==> config.mk <==
export PLATFORM = sky130hd
export DESIGN_NAME = toccata_level_meter
export DESIGN_NICKNAME = d
export VERILOG_FILES = /design/src/rtl/toccata_audio_pkg.sv /design/src/rtl/toccata_level_ballistics.sv /design/src/rtl/toccata_level_meter.sv
export SDC_FILE = /design/constraint.sdc
export NUM_CORES = 1
export LEC_CHECK = 0
export ABC_AREA = 1
export ABC_CLOCK_PERIOD_IN_PS = 10400
export BUFFER_PORTS_ARGS = -buffer_cell sky130_fd_sc_hd__buf_2
export CELL_PAD_IN_SITES_DETAIL_PLACEMENT = 1
export CELL_PAD_IN_SITES_GLOBAL_PLACEMENT = 1
export CORE_UTILIZATION = 49
export CTS_CLUSTER_DIAMETER = 100
export DETAILED_ROUTE_END_ITERATION = 6
export PLACE_DENSITY_LB_ADDON = 0.1
export SLEW_MARGIN = 5
export SYNTH_ARGS = -nofsm -noshare
export SYNTH_HDL_FRONTEND = slang
export SYNTH_SLANG_ARGS = --single-unit
==> constraint.sdc <==
create_clock -name clk -period 10.4 [get_ports clk]
set_input_delay 2.08 -clock clk [delete_from_list [all_inputs] [get_ports clk]]
set_output_delay 2.08 -clock clk [all_outputs]
set_load 0.01 [all_outputs]
==> src/rtl/toccata_audio_pkg.sv <==
// Shared Toccata audio definitions: attenuation-code constants, the 1.5 dB
// factor/threshold table and the level-meter FSM states.
package toccata_audio_pkg;

    localparam int ATTEN_LEVELS       = 64;
    localparam int FIXED_ATTEN_FACTOR = 27553;
    localparam int FIXED_ONE          = 32768;

    localparam int SAMPLE_W = 16;
    localparam int CODE_W   = 6;
    localparam int ITER_W   = 3;

    localparam logic [CODE_W-1:0]   CODE_LOUD   = 6'd0;
    localparam logic [CODE_W-1:0]   CODE_QUIET  = 6'd63;
    localparam logic [ITER_W-1:0]   SEARCH_LAST = 3'd5;
    localparam logic [SAMPLE_W-1:0] MAG_MAX     = 16'd32767;

    typedef enum logic [1:0] {
        IDLE     = 2'd0,
        SEARCH_L = 2'd1,
        SEARCH_R = 2'd2,
        UPDATE   = 2'd3
    } meter_state_t;

    typedef logic [ATTEN_LEVELS-1:0][SAMPLE_W-1:0] thresh_table_t;

    // Q15 gain for an attenuation code; the volume block multiplies by this.
    function automatic int unsigned atten_factor(input int idx);
        int unsigned f;
        f = 32'(FIXED_ONE);
        for (int i = 1; i <= idx; i++) begin
            f = (f * 32'(FIXED_ATTEN_FACTOR)) >> 15;
        end
        return f;
    endfunction

    // Factor table clamped to the largest positive sample magnitude.
    function automatic thresh_table_t build_thresh_table();
        thresh_table_t t;
        int unsigned   f;
        f = 32'(FIXED_ONE);
        for (int i = 0; i < ATTEN_LEVELS; i++) begin
            t[i] = (f > 32'd32767) ? MAG_MAX : f[SAMPLE_W-1:0];
            f    = (f * 32'(FIXED_ATTEN_FACTOR)) >> 15;
        end
        return t;
    endfunction

    // -32768 has no positive twin, so it saturates to full scale.
    function automatic logic [SAMPLE_W-1:0] sat_mag(input logic signed [SAMPLE_W-1:0] x);
        logic [SAMPLE_W-1:0] m;
        if (x == 16'sh8000) begin
            m = MAG_MAX;
        end else if (x[SAMPLE_W-1]) begin
            m = 16'(-x);
        end else begin
            m = 16'(x);
        end
        return m;
    endfunction

    function automatic logic is_clip(input logic signed [SAMPLE_W-1:0] x);
        return (x == 16'sh7FFF) || (x == 16'sh8000);
    endfunction

endpackage

==> src/rtl/toccata_level_ballistics.sv <==
// Per-channel peak-hold and decay ballistics: displayed level, hold and
// decay counters, with synchronous clear taking priority over an update.
module toccata_level_ballistics
    import toccata_audio_pkg::*;
#(
    parameter int HOLD_SAMPLES  = 4800,
    parameter int DECAY_SAMPLES = 480
) (
    input  logic              clk,
    input  logic              rst,
    input  logic              clear,
    input  logic              update,
    input  logic [CODE_W-1:0] code,
    output logic [CODE_W-1:0] level
);

    localparam int HW = (HOLD_SAMPLES > 0) ? $clog2(HOLD_SAMPLES + 1) : 1;
    localparam int DW = $clog2(DECAY_SAMPLES + 1);
    localparam logic [HW-1:0] HOLD_LOAD  = HW'(HOLD_SAMPLES);
    localparam logic [DW-1:0] DECAY_LAST = DW'(DECAY_SAMPLES - 1);

    logic [CODE_W-1:0] level_q, level_d;
    logic [HW-1:0]     hold_q, hold_d;
    logic [DW-1:0]     decay_q, decay_d;

    // Next-state ballistics: a louder-or-equal code re-arms the hold.
    always_comb begin
        level_d = level_q;
        hold_d  = hold_q;
        decay_d = decay_q;
        if (clear) begin
            level_d = CODE_QUIET;
            hold_d  = {HW{1'b0}};
            decay_d = {DW{1'b0}};
        end else if (update) begin
            if (code <= level_q) begin
                level_d = code;
                hold_d  = HOLD_LOAD;
                decay_d = {DW{1'b0}};
            end else if (hold_q != {HW{1'b0}}) begin
                hold_d = hold_q - HW'(1'b1);
            end else if (decay_q == DECAY_LAST) begin
                decay_d = {DW{1'b0}};
                level_d = (level_q == CODE_QUIET) ? CODE_QUIET : level_q + 6'd1;
            end else begin
                decay_d = decay_q + DW'(1'b1);
            end
        end else begin
            level_d = level_q;
        end
    end

    // Ballistics state registers.
    always_ff @(posedge clk or posedge rst) begin
        if (rst) begin
            level_q <= CODE_QUIET;
            hold_q  <= {HW{1'b0}};
            decay_q <= {DW{1'b0}};
        end else begin
            level_q <= level_d;
            hold_q  <= hold_d;
            decay_q <= decay_d;
        end
    end

    assign level = level_q;

endmodule

==> src/rtl/toccata_level_meter.sv <==
// Stereo peak level meter: captures a sample pair, binary-searches each
// magnitude against the shared threshold table, then applies ballistics.
module toccata_level_meter
    import toccata_audio_pkg::*;
#(
    parameter int HOLD_SAMPLES  = 4800,
    parameter int DECAY_SAMPLES = 480
) (
    input  logic                       clk,
    input  logic                       rst,
    input  logic                       sample_valid,
    output logic                       sample_ready,
    input  logic signed [SAMPLE_W-1:0] audio_in_left,
    input  logic signed [SAMPLE_W-1:0] audio_in_right,
    input  logic                       clear,
    output logic [CODE_W-1:0]          level_left,
    output logic [CODE_W-1:0]          level_right,
    output logic                       level_valid,
    output logic                       clip_left,
    output logic                       clip_right
);

    localparam thresh_table_t THRESH = build_thresh_table();

    meter_state_t        state_q, state_d;
    logic                ready_q, ready_d;
    logic                valid_q, valid_d;
    logic                update_s;
    logic                accept_s;
    logic                last_iter_s;

    logic [ITER_W-1:0]   iter_q, iter_d;
    logic [CODE_W-1:0]   lo_q, lo_d, hi_q, hi_d;
    logic [CODE_W-1:0]   code_l_q, code_l_d, code_r_q, code_r_d;
    logic [SAMPLE_W-1:0] mag_l_q, mag_l_d, mag_r_q, mag_r_d;
    logic                clip_l_q, clip_l_d, clip_r_q, clip_r_d;

    logic [SAMPLE_W-1:0] cur_mag_s;
    logic [CODE_W:0]     mid_sum_s;
    logic [CODE_W-1:0]   mid_s;
    logic                ge_s;
    logic [CODE_W-1:0]   lo_step_s, hi_step_s;

    assign accept_s    = sample_valid && ready_q;
    assign last_iter_s = (iter_q == SEARCH_LAST);

    // FSM state register.
    always_ff @(posedge clk or posedge rst) begin
        if (rst) begin
            state_q <= IDLE;
        end else begin
            state_q <= state_d;
        end
    end

    // FSM next-state logic.
    always_comb begin
        state_d = state_q;
        case (state_q)
            IDLE: begin
                if (accept_s) begin
                    state_d = SEARCH_L;
                end else begin
                    state_d = IDLE;
                end
            end
            SEARCH_L: begin
                if (last_iter_s) begin
                    state_d = SEARCH_R;
                end else begin
                    state_d = SEARCH_L;
                end
            end
            SEARCH_R: begin
                if (last_iter_s) begin
                    state_d = UPDATE;
                end else begin
                    state_d = SEARCH_R;
                end
            end
            UPDATE:  state_d = IDLE;
            default: state_d = IDLE;
        endcase
    end

    // FSM outputs; ready is registered from the upcoming state.
    always_comb begin
        ready_d  = (state_d == IDLE);
        valid_d  = (state_q == UPDATE);
        update_s = (state_q == UPDATE);
    end

    // One shared comparator step serves both channels in turn.
    always_comb begin
        cur_mag_s = (state_q == SEARCH_R) ? mag_r_q : mag_l_q;
        mid_sum_s = {1'b0, lo_q} + {1'b0, hi_q};
        mid_s     = 6'(mid_sum_s >> 1);
        ge_s      = (cur_mag_s >= THRESH[mid_s]);
        lo_step_s = ge_s ? lo_q : mid_s + 6'd1;
        hi_step_s = ge_s ? mid_s : hi_q;
    end

    // Search datapath: capture, iterate, latch each channel's code.
    always_comb begin
        iter_d   = iter_q;
        lo_d     = lo_q;
        hi_d     = hi_q;
        code_l_d = code_l_q;
        code_r_d = code_r_q;
        mag_l_d  = mag_l_q;
        mag_r_d  = mag_r_q;
        case (state_q)
            IDLE: begin
                if (accept_s) begin
                    mag_l_d = sat_mag(audio_in_left);
                    mag_r_d = sat_mag(audio_in_right);
                    lo_d    = CODE_LOUD;
                    hi_d    = CODE_QUIET;
                    iter_d  = 3'd0;
                end else begin
                    iter_d = iter_q;
                end
            end
            SEARCH_L, SEARCH_R: begin
                if (last_iter_s) begin
                    lo_d   = CODE_LOUD;
                    hi_d   = CODE_QUIET;
                    iter_d = 3'd0;
                    if (state_q == SEARCH_L) begin
                        code_l_d = lo_step_s;
                    end else begin
                        code_r_d = lo_step_s;
                    end
                end else begin
                    lo_d   = lo_step_s;
                    hi_d   = hi_step_s;
                    iter_d = iter_q + 3'd1;
                end
            end
            default: begin
                iter_d = iter_q;
            end
        endcase
    end

    // Sticky clip flags; clear beats a clipping capture in the same cycle.
    always_comb begin
        clip_l_d = clip_l_q;
        clip_r_d = clip_r_q;
        if (clear) begin
            clip_l_d = 1'b0;
            clip_r_d = 1'b0;
        end else if (accept_s) begin
            clip_l_d = clip_l_q | is_clip(audio_in_left);
            clip_r_d = clip_r_q | is_clip(audio_in_right);
        end else begin
            clip_l_d = clip_l_q;
        end
    end

    // Datapath, handshake and flag registers.
    always_ff @(posedge clk or posedge rst) begin
        if (rst) begin
            ready_q  <= 1'b1;
            valid_q  <= 1'b0;
            iter_q   <= 3'd0;
            lo_q     <= CODE_LOUD;
            hi_q     <= CODE_QUIET;
            code_l_q <= CODE_QUIET;
            code_r_q <= CODE_QUIET;
            mag_l_q  <= 16'd0;
            mag_r_q  <= 16'd0;
            clip_l_q <= 1'b0;
            clip_r_q <= 1'b0;
        end else begin
            ready_q  <= ready_d;
            valid_q  <= valid_d;
            iter_q   <= iter_d;
            lo_q     <= lo_d;
            hi_q     <= hi_d;
            code_l_q <= code_l_d;
            code_r_q <= code_r_d;
            mag_l_q  <= mag_l_d;
            mag_r_q  <= mag_r_d;
            clip_l_q <= clip_l_d;
            clip_r_q <= clip_r_d;
        end
    end

    toccata_level_ballistics #(
        .HOLD_SAMPLES (HOLD_SAMPLES),
        .DECAY_SAMPLES(DECAY_SAMPLES)
    ) u_ball_left (
        .clk   (clk),
        .rst   (rst),
        .clear (clear),
        .update(update_s),
        .code  (code_l_q),
        .level (level_left)
    );

    toccata_level_ballistics #(
        .HOLD_SAMPLES (HOLD_SAMPLES),
        .DECAY_SAMPLES(DECAY_SAMPLES)
    ) u_ball_right (
        .clk   (clk),
        .rst   (rst),
        .clear (clear),
        .update(update_s),
        .code  (code_r_q),
        .level (level_right)
    );

    assign sample_ready = ready_q;
    assign level_valid  = valid_q;
    assign clip_left    = clip_l_q;
    assign clip_right   = clip_r_q;

endmodule
==> results.json, run 1 <==
{
  "status": "finished, violations left",
  "violations": "design-rule violations",
  "syn_inst": 1307,
  "yosysTopAreaCell": "dfrtp_1",
  "synth-seq-cells": 121,
  "power_leakage_nw": 5.06,
  "max_cap_violations": 0,
  "cp_max_fo": 7,
  "cpMostUsedCell": "nand2_1",
  "critical_path.max_stage_delay_ns": 0.47,
  "cp.depth": 23,
  "rsz0062_at_grt": "no",
  "dp_hpwl_um": 19400,
  "cts_tree": "done",
  "antenna_found_initial": 0,
  "grt_pass1_wl_um": 44700,
  "firstDrtPassIters": 7,
  "fin_tns_setup_ns": 0,
  "pin_count": 52,
  "synth-seq-area-share_pct": 33.5,
  "crit_family": "simple AND/OR/NAND/NOR gates",
  "area_growth_pct": 10.4,
  "floorplan.die.height_um": 139,
  "required_ns": 10.71,
  "grt_max_degree": 82,
  "fin_crit_ns": 4.12,
  "fillCellCount": 2402,
  "hold_start": "hi_q[0]",
  "hold_viol": 0,
  "grt_usage_pct": 28.5,
  "h-tree-depth": 4,
  "synth_mux_area_share_pct": 0,
  "worstMarginPinSlew_ns": 1.06,
  "grt-ovfl-total": 0,
  "yosys.area_share.simple_pct": 34.8,
  "reg2reg_to": "lo_q[4]",
  "reg2reg_depth": 23,
  "yosys.area_share.adder_pct": 7.33,
  "cts_root_buffer": "clkbuf_16",
  "avgRoutedWirePerCell_um": 16.4,
  "placementRows": 49,
  "ff_latch_area_um2": 3070,
  "endpoint_kind": "register",
  "vias_per_cell": 5.54,
  "dp.cells": 1558,
  "fin_area_um2": 10100,
  "synthTopCellsByArea": "dfrtp_1 (25%), nand2_1 (14%), dfstp_2 (8.9%)",
  "final_cell_count_no_fill": 1590,
  "synth_compound_area_share_pct": 12.1,
  "power_per_cell_area_nw_per_um2": 383,
  "slew_viol_final": 0,
  "wirelength_um": 26000,
  "slew_headroom_pct": 29.3,
  "post_cts_resized": 0,
  "synth.avg_cell_area_um2": 7.00,
  "ir_worst_vdd_v": 0.000297,
  "grt_pass1_vias": 9189,
  "num-nets-final": 1437,
  "min_delay_worst_endpoint": "hi_q[0]",
  "cp_slowest_cell": "fa_1",
  "synth_top_family_by_area": "simple AND/OR/NAND/NOR gates",
  "synth_xor_area_share_pct": 2.57,
  "fmax_ghz": 0.243,
  "setup_viol": 0,
  "r2r-start": "lo_q[0]",
  "hold_depth": 2,
  "remaining_drc_errors": 6,
  "path_class": "register to register",
  "arrival_ns": 4.43,
  "numCtsBuffers": 17,
  "multiInputGateArea_um2": 5190,
  "cts.sinks": 121,
  "core-area_um2": 18100,
  "die_w_um": 139,
  "hp-class": "register to register",
  "clk_latency_ns": 0.42,
  "clk_pin_slew_ns": 0.06,
  "hold_buffers": 0,
  "placed_area_um2": 9500,
  "ys_warn_count": 0,
  "cts_setup_buffers": 0,
  "cts_buffer_depth": 2,
  "synth.distinct_cells": 49,
  "antenna_left": 0,
  "syn_nets": 1396,
  "floorplan.initialDensity_pct": 50.4,
  "min_period_over_period_pct": 39.6,
  "diodes": 0,
  "finClkSkew_ns": 0.0100,
  "vias": 8804,
  "startpoint_type": "register",
  "crit_chain": "nand2_1 -> inv_1 -> fa_1 -> xor2_2 -> inv_2 -> ha_1 -> inv_1 -> nand3_2 -> nor2_1 -> nor2_1 -> inv_1 -> o21ai_1 -> nand2_1 -> ha_1 -> a21oi_1 -> o21a_1 -> nand2_1 -> nand2_1 -> nand2_1 -> nor2_1 -> nand2_1 -> nand3_1 -> nand2_1",
  "die_area_um2": 19200,
  "syn_area_um2": 9150,
  "gp_congestion": 0.910,
  "timing.reg2reg.setup_slack_ns": 6.28,
  "drt-initial-drc-count": 397,
  "io_buffer_count": 51,
  "synth_top_area_share_pct": 24.6,
  "critical_path_buf_inv_count": 4,
  "drive_gt1_share_pct": 13.4
}
==> routing by layer <==
metal  track usage, %  routed length (um)
met5                0                   0
met4             8.25                 427
met3             3.80                 570
met2             50.9               13200
met1             36.0               11800
==> tightest hold or removal path: cells and delay by family, from the launching register on <==
family	cells	cell delay [ns]
DFF	1	0.37
and+or+nand+nor	2	0.10
==> layout by cell type, fill, tap and decap left out, types with 17 or more instances in the layout <==
| cell | n |
|---|---|
| nand2_1 | 347 |
| inv_1 | 163 |
| nand3_1 | 137 |
| nor2_1 | 112 |
| dfrtp_1 | 90 |
| o21ai_0 | 77 |
| ha_1 | 52 |
| buf_2 | 51 |
| a21oi_1 | 42 |
| dfstp_2 | 31 |
| o21ai_1 | 28 |
| nand4_1 | 23 |
| nor3_1 | 22 |
| xor2_1 | 21 |
| clkbuf_16 | 17 |
==> layout make-up <==
type                            instances  area share, %
Timing Repair Buffer                   53           2.68
Multi-Input combinational cell        975           51.4
Inverter                              180           6.71
Clock inverter                         12           1.47
Sequential cell                       121           30.4
Clock buffer                           20           4.52
Tap cell                              229           2.84
==> worst max path at each step <==
stage / from / endpoint / slack [ns]
after floorplan: rst / clip_left / 5.16
after global placement: sample_valid / mag_r_q[9] / 6.18
after detailed placement: sample_valid / mag_r_q[9] / 6.14
after CTS: lo_q[0] / lo_q[4] / 6.29
after global routing: lo_q[0] / lo_q[4] / 5.91
final: lo_q[0] / lo_q[4] / 6.28
==> Yosys cell counts (all sizes together) <==
cell	count
nand3b	4
o22ai	3
nor3b	4
o21bai	2
inv	175
a2bb2oi	6
buf	15
clkinv	5
xnor2	4
o211ai	2
dfstp	31
a21oi	43
nor4	4
o31ai	5
a21boi	8
nand2	365
o21ai	111
o21a	1
o22a	8
a31oi	3
a22oi	2
xor2	22
nor3	27
or3	1
ha	52
nor2	125
nand3	144
dfrtp	90
nand4	25
clkbuf	16
or2	3
fa	1
==> registers in the layout, summed over array words and instances (netlist names), 6 cells and up <==
signal,flops
code_l_q,6
code_r_q,6
hi_q,6
lo_q,6
mag_l_q,16
mag_r_q,16
u_ball_left.decay_q,9
u_ball_left.hold_q,13
u_ball_left.level,6
u_ball_right.decay_q,9
u_ball_right.hold_q,13
u_ball_right.level,6
==> report_power, final <==
part / total (mW) / internal (mW) / switching, mW
registers: 0.830 / 0.683 / 0.147
logic: 2.43 / 0.786 / 1.65
clock network: 0.609 / 0.388 / 0.221
==> kinds of logic after synthesis <==
kind of cell	count (synthesis)
xor gates and xnor gates	26
DFF	121
adders and majority gates	53
buffers and inverters	211
and+or+nand+nor	702
AOI/OAI and AO/OA	194
==> per-stage QoR <==
step	hold slack, ns	power, mW	setup WS, ns	utilization, %
final	0.469	3.87	6.28	55.7
after global routing	0.487	4.25	5.91	55.7
after CTS	0.471	3.88	6.29	55.7
after detailed placement	0.465	3.23	6.14	52.3
after global placement	0.454	3.14	6.18	52.3
after floorplan	0.444	2.67	5.16	-
Power figures use the tool's default switching activity.
==> inputs of run 2 (changes only) <==
--- a/config.mk
+++ b/config.mk
@@ -5,12 +5,12 @@
 export SDC_FILE = /design/constraint.sdc
 export NUM_CORES = 1
 export LEC_CHECK = 0
-export ABC_AREA = 1
-export ABC_CLOCK_PERIOD_IN_PS = 10400
+export ABC_AREA = 0
+export ABC_CLOCK_PERIOD_IN_PS = 3550
 export BUFFER_PORTS_ARGS = -buffer_cell sky130_fd_sc_hd__buf_2
 export CELL_PAD_IN_SITES_DETAIL_PLACEMENT = 1
 export CELL_PAD_IN_SITES_GLOBAL_PLACEMENT = 1
-export CORE_UTILIZATION = 49
+export CORE_UTILIZATION = 43
 export CTS_CLUSTER_DIAMETER = 100
 export DETAILED_ROUTE_END_ITERATION = 6
 export PLACE_DENSITY_LB_ADDON = 0.1
==> constraint.sdc (replaced) <==
create_clock -name clk -period 3.55 [get_ports clk]
set_input_delay 0.71 -clock clk [delete_from_list [all_inputs] [get_ports clk]]
set_output_delay 0.71 -clock clk [all_outputs]
set_load 0.01 [all_outputs]
==> run 2 against run 1 <==
Net effect: the run ends with negative setup slack left; die area rose by 7.7%; critical path depth fell by 8; hold slack got worse by 0.056 ns; register-to-register slack got worse by 7.0 ns; critical endpoint is now code_l_q[4]; via count fell by 7.7%; combinational power rose to 4.0 times the previous value; non-clock buffer count rose by 117.
==> results.json, run 2 <==
{
  "hold_buffers": 0,
  "fillCellCount": 2294,
  "use_met3_pct": 3.53,
  "endpoint_kind": "register",
  "dp_hpwl_um": 19100,
  "multiInputGateArea_um2": 5570,
  "grt_usage_pct": 26.9,
  "grt_pass1_wl_um": 43700,
  "clk_pin_slew_ns": 0.07,
  "fin_crit_ns": 4.23,
  "power_leakage_nw": 4.75,
  "grt.met2_usage_pct": 47.8,
  "hold_viol": 0,
  "syn_nets": 1070,
  "diodes": 0,
  "reg.largest.list": "mag_l_q x16, mag_r_q x16",
  "synthTopCellsByArea": "dfrtp_1 (26%), dfstp_2 (9.4%), ha_1 (7.5%)",
  "antenna_found_initial": 0,
  "floorplan.die.height_um": 144,
  "cts_buffer_depth": 2,
  "ir_worst_vdd_v": 0.00114,
  "busiest_layer": "met2",
  "final_common_cell": "nand2_1",
  "power_per_cell_area_nw_per_um2": 1220,
  "dp.cells": 1348,
  "finClkSkew_ns": 0.0121,
  "synth_top_area_share_pct": 26.0,
  "antenna_left": 0,
  "yosys_most_used_dff": "dfrtp_1",
  "syn_inst": 981,
  "arrival_ns": 4.57,
  "path_class": "register to register",
  "clk_latency_ns": 0.43,
  "grt_use_met1_pct": 33.3,
  "floorplan.initialDensity_pct": 44.2,
  "die_area_um2": 20700,
  "max_cap_violations": 0,
  "startpoint_type": "register",
  "grt-ovfl-total": 0,
  "final_cell_count_no_fill": 1400,
  "core-area_um2": 19600,
  "cts.sinks": 121,
  "numCtsBuffers": 17,
  "synth-seq-area-share_pct": 35.4,
  "cp_max_fo": 5,
  "ff_latch_area_um2": 3070,
  "synth-seq-cells": 121,
  "hp-class": "input port to async pin",
  "min_period_over_period_pct": 119,
  "cts_root_buffer": "clkbuf_16",
  "required_ns": 3.89,
  "fin_tns_setup_ns": -15.21,
  "ys_warn_count": 0,
  "fmax_ghz": 0.236,
  "final_cell_mix": "nand2_1 (122), buf_4 (109), nor2_1 (94)",
  "slew_headroom_pct": 44.2,
  "synth.distinct_cells": 85,
  "synth.most_common_cell": "nand2_1",
  "num-nets-final": 1211,
  "io_buffer_count": 51,
  "placementRows": 51,
  "wirelength_um": 26900,
  "vias_per_cell": 5.80,
  "firstDrtPassIters": 4,
  "synth_edf_count": 0,
  "remaining_drc_errors": 0,
  "grt_pass1_vias": 8698,
  "setup_viol": 24,
  "avgRoutedWirePerCell_um": 19.2,
  "gp_congestion": 0.865,
  "h-tree-depth": 4,
  "synthArstFlopShare_pct": 100,
  "violations": "negative setup slack",
  "rsz0062_at_grt": "yes",
  "drt-initial-drc-count": 301,
  "final_util_pct": 55.6,
  "status": "finished, violations left",
  "vias": 8122,
  "worstMarginPinSlew_ns": 0.829,
  "grt_max_degree": 65,
  "cts_tree": "done",
  "area_growth_pct": 25.9,
  "die_w_um": 144,
  "power.total_mw": 13.3,
  "holdWs_ns": 0.413,
  "timing.reg2reg.setup_slack_ns": -0.68,
  "pin_count": 52,
  "syn_area_um2": 8660,
  "drive_gt1_share_pct": 29.2,
  "layout_setup_ws_ns": -0.682,
  "synth_common_cells": "nand2_1 (123), nor2_1 (95), dfrtp_1 (90)",
  "yosysTopAreaCell": "dfrtp_1",
  "slew_viol_final": 0,
  "synth.avg_cell_area_um2": 8.83
}
==> run 2: worst paths after layout <==
path,cells past startpoint,end,from
max in group asynchronous,3,hi_q[4],rst
max reg2reg,15,code_l_q[4],hi_q[0]
min in group clk,2,mag_r_q[15],mag_r_q[15]
min reg2reg,2,mag_r_q[15],mag_r_q[15]
min,2,u_ball_left.hold_q[0],rst
max,15,code_l_q[4],hi_q[0]
==> run 2: logic make-up (layout without fill, tap and decap cells) <==
logic type	after synthesis	count (layout)	share of synthesized area (%)
AOI/OAI and AO/OA	253	254	20.4
xor gates and xnor gates	52	52	5.43
adders and majority gates	53	53	7.74
buffers and inverters	83	236	4.02
DFF	121	121	35.4
muxes	41	41	5.26
and+or+nand+nor	378	378	21.7
==> run 2: cell type report <==
type                            count  area share (%)
Multi-Input combinational cell    778            51.1
Sequential cell                   121            28.1
Timing Repair Buffer              170            11.0
Clock buffer                       19            4.06
Tap cell                          265            3.04
Inverter                           34            1.34
Clock inverter                     13            1.29
==> run 2: worst max-delay path: stages (launching register included) <==
cell and delay, ns:
dfstp_2 0.53, and2_4 0.16, fa_2 0.25, nand3_2 0.13, and2_4 0.17, xnor2_2 0.28, mux4_2 0.56, a211oi_2 0.20
a21oi_1 0.06, ha_1 0.32, a211o_1 0.26, a21o_1 0.19, a31oi_4 0.20, o2111ai_4 0.21, mux2_4 0.37, mux2_4 0.27
==> run 2: metrics by stage <==
stage	setup slack [ns]	instance area, um2
6_report	-0.682	10900
4_1_cts	-0.607	10700
5_1_grt	-0.826	10900
3_3_place_gp	-0.651	9920
2_1_floorplan	-0.536	8800
3_5_place_dp	-0.800	9920
==> run 2: where the power goes <==
group | switching (mW) | internal, mW | leakage, nW | total (mW)
registers | 0.242 | 1.68 | 1.51 | 1.92
clock network | 0.691 | 1.06 | 0.277 | 1.75
logic | 5.02 | 4.66 | 2.96 | 9.67
total | 5.95 | 7.39 | 4.75 | 13.3
==> run 2: metal layers <==
| metal | wire length [um] | part of all wire, % |
|---|---|---|
| met4 | 652 | 2.4 |
| met3 | 787 | 2.9 |
| met2 | 13400 | 50 |
| met1 | 12000 | 45 |
| met5 | 0 | 0 |
==> run 2: timing repair <==
item                       4_1_cts  5_1_grt
gates cloned                     1        0
setup buffers                    7       13
setup endpoints to repair       24       24
pin swaps                       12       22
resized for setup               32       19
==> inputs of run 3 (changes only) <==
--- a/config.mk
+++ b/config.mk
@@ -14,6 +14,7 @@
 export CTS_CLUSTER_DIAMETER = 100
 export DETAILED_ROUTE_END_ITERATION = 6
 export PLACE_DENSITY_LB_ADDON = 0.1
+export REMOVE_ABC_BUFFERS = 1
 export SLEW_MARGIN = 5
 export SYNTH_ARGS = -nofsm -noshare
 export SYNTH_HDL_FRONTEND = slang
==> run 3 against run 2 <==
Net effect: the flow still finishes with violations (negative setup slack); die area unchanged; core utilization is 0.089 points lower; clock power about the same; sequential share of layout area hardly changed; total power shrank 3.2%; sequential cell count is the same; count of clock-buffer cells in the layout up 3; critical path depth increased by 6; fmax shrank 1.9%; final area shrank 0.16%; largest power group unchanged.
==> results.json, run 3 (same netlist as run 2, synthesis figures left out) <==
{
  "status": "finished, violations left",
  "place_ws_ns": -1.21,
  "wirelength_um": 26000,
  "grt.met2_usage_pct": 46.3,
  "violations": "negative setup slack",
  "avgRoutedWirePerCell_um": 18.6,
  "cp_max_fo": 7,
  "holdWs_ns": 0.380,
  "clk_pin_slew_ns": 0.06,
  "floorplan.initialDensity_pct": 44.2,
  "core-area_um2": 19600,
  "cts_tree": "done",
  "drive_gt1_share_pct": 28.6,
  "die_w_um": 144,
  "pin_count": 52,
  "io_buffer_count": 51,
  "grt_pass1_wl_um": 42800,
  "endpoint_kind": "register",
  "drt-initial-drc-count": 352,
  "slew_headroom_pct": 43.4,
  "antenna_left": 0,
  "setup_viol": 24,
  "slew_viol_final": 0,
  "reg.largest.list": "mag_l_q x16, mag_r_q x16",
  "power_leakage_nw": 4.75,
  "ir_worst_vdd_v": 0.00114,
  "area_growth_pct": 25.7,
  "finClkSkew_ns": 0.0131,
  "max_cap_violations": 0,
  "remaining_drc_errors": 0,
  "fin_area_um2": 10900,
  "num-nets-final": 1207,
  "hold_viol": 0,
  "clk_latency_ns": 0.42,
  "firstDrtPassIters": 6,
  "fin_crit_ns": 4.32,
  "final_common_cell": "nand2_1",
  "cts.sinks": 121,
  "busiest_layer": "met2",
  "h-tree-depth": 4,
  "diodes": 0,
  "grt_usage_pct": 26.6,
  "grt_pass1_vias": 8307,
  "power_per_cell_area_nw_per_um2": 1190,
  "grt_max_degree": 65,
  "placed_area_um2": 9900,
  "cts_root_buffer": "clkbuf_16",
  "final_cell_mix": "nand2_1 (122), buf_4 (104), nor2_1 (94)",
  "grt-ovfl-total": 0,
  "path_class": "register to register",
  "rsz0062_at_grt": "yes",
  "startpoint_type": "register",
  "layout_setup_ws_ns": -0.765,
  "required_ns": 3.89,
  "worstMarginPinSlew_ns": 0.840,
  "antenna_found_initial": 0,
  "die_area_um2": 20700,
  "vias": 7993,
  "fmax_ghz": 0.232,
  "grt_use_met1_pct": 33.8,
  "placementRows": 51,
  "min_period_over_period_pct": 122,
  "hp-class": "input port to async pin",
  "numCtsBuffers": 17,
  "arrival_ns": 4.65,
  "use_met3_pct": 4.20,
  "cts_buffer_depth": 2,
  "vias_per_cell": 5.73,
  "gp_congestion": 0.860,
  "dp_hpwl_um": 18400,
  "floorplan.die.height_um": 144
}
==> run 3: area by class of cell <==
| cell class | count | area (um2) |
|---|---|---|
| Multi-Input combinational cell | 777 | 5570 |
| Fill cell | 2260 | 8710 |
| Tap cell | 265 | 332 |
| Inverter | 34 | 135 |
| Clock inverter | 10 | 120 |
| Timing Repair Buffer | 167 | 1200 |
| Clock buffer | 22 | 464 |
| Sequential cell | 121 | 3070 |
==> run 3: final timing paths <==
path                       slack, ns  startpoint           to  cells past startpoint
max                            -0.77     lo_q[0]  code_r_q[5]                     21
min                             0.38         rst   clip_right                      2
max reg2reg                    -0.77     lo_q[0]  code_r_q[5]                     21
min reg2reg                     0.47  mag_l_q[4]   mag_l_q[4]                      2
max in group asynchronous       2.38         rst   mag_r_q[8]                      3
min in group clk                0.47  mag_l_q[4]   mag_l_q[4]                      2
==> run 3: power breakdown <==
group	internal [mW]	switching [mW]
combinational	4.50	4.79
clock	1.07	0.654
sequential	1.68	0.220
total	7.25	5.66
==> run 3: layer usage <==
metal	wire, um	vias up
li1	-	3873
met1	11900	3998
met3	517	27
met4	377	0
met5	0	-
met2	13200	95
==> run 3: through the flow <==
| stage | instances | utilization, % | setup TNS (ns) | power (mW) |
|---|---|---|---|---|
| after CTS | 1394 | 55.2 | -15.17 | 12.6 |
| after global placement | 1357 | 50.5 | -24.45 | 9.55 |
| after global routing | 1396 | 55.6 | -21.05 | 13.9 |
| after detailed placement | 1357 | 50.5 | -27.60 | 9.73 |
| final | 1396 | 55.6 | -17.22 | 12.9 |
| after floorplan | 932 | - | -58.03 | 6.23 |
==> run 3: repair_timing <==
action	4_1_cts	5_1_grt
gates resized for setup	60	13
pin swaps	32	9
endpoints found under the setup margin	24	24
buffers inserted	6	2
hold buffers	0	0
==> run 3: critical path, stage by stage (launching register included) <==
cell	delay, ns
dfrtp_1	0.39
and2_4	0.17
fa_2	0.40
xor2_4	0.30
inv_2	0.10
ha_4	0.18
nor2_4	0.13
nor2_1	0.06
mux2_2	0.28
a211oi_2	0.23
a21oi_1	0.11
o32ai_2	0.15
ha_1	0.27
nand2_1	0.07
o21ai_0	0.08
a21o_1	0.20
a31oi_4	0.18
o2111ai_4	0.26
buf_6	0.21
buf_6	0.12
mux2i_2	0.23
a21oi_2	0.09
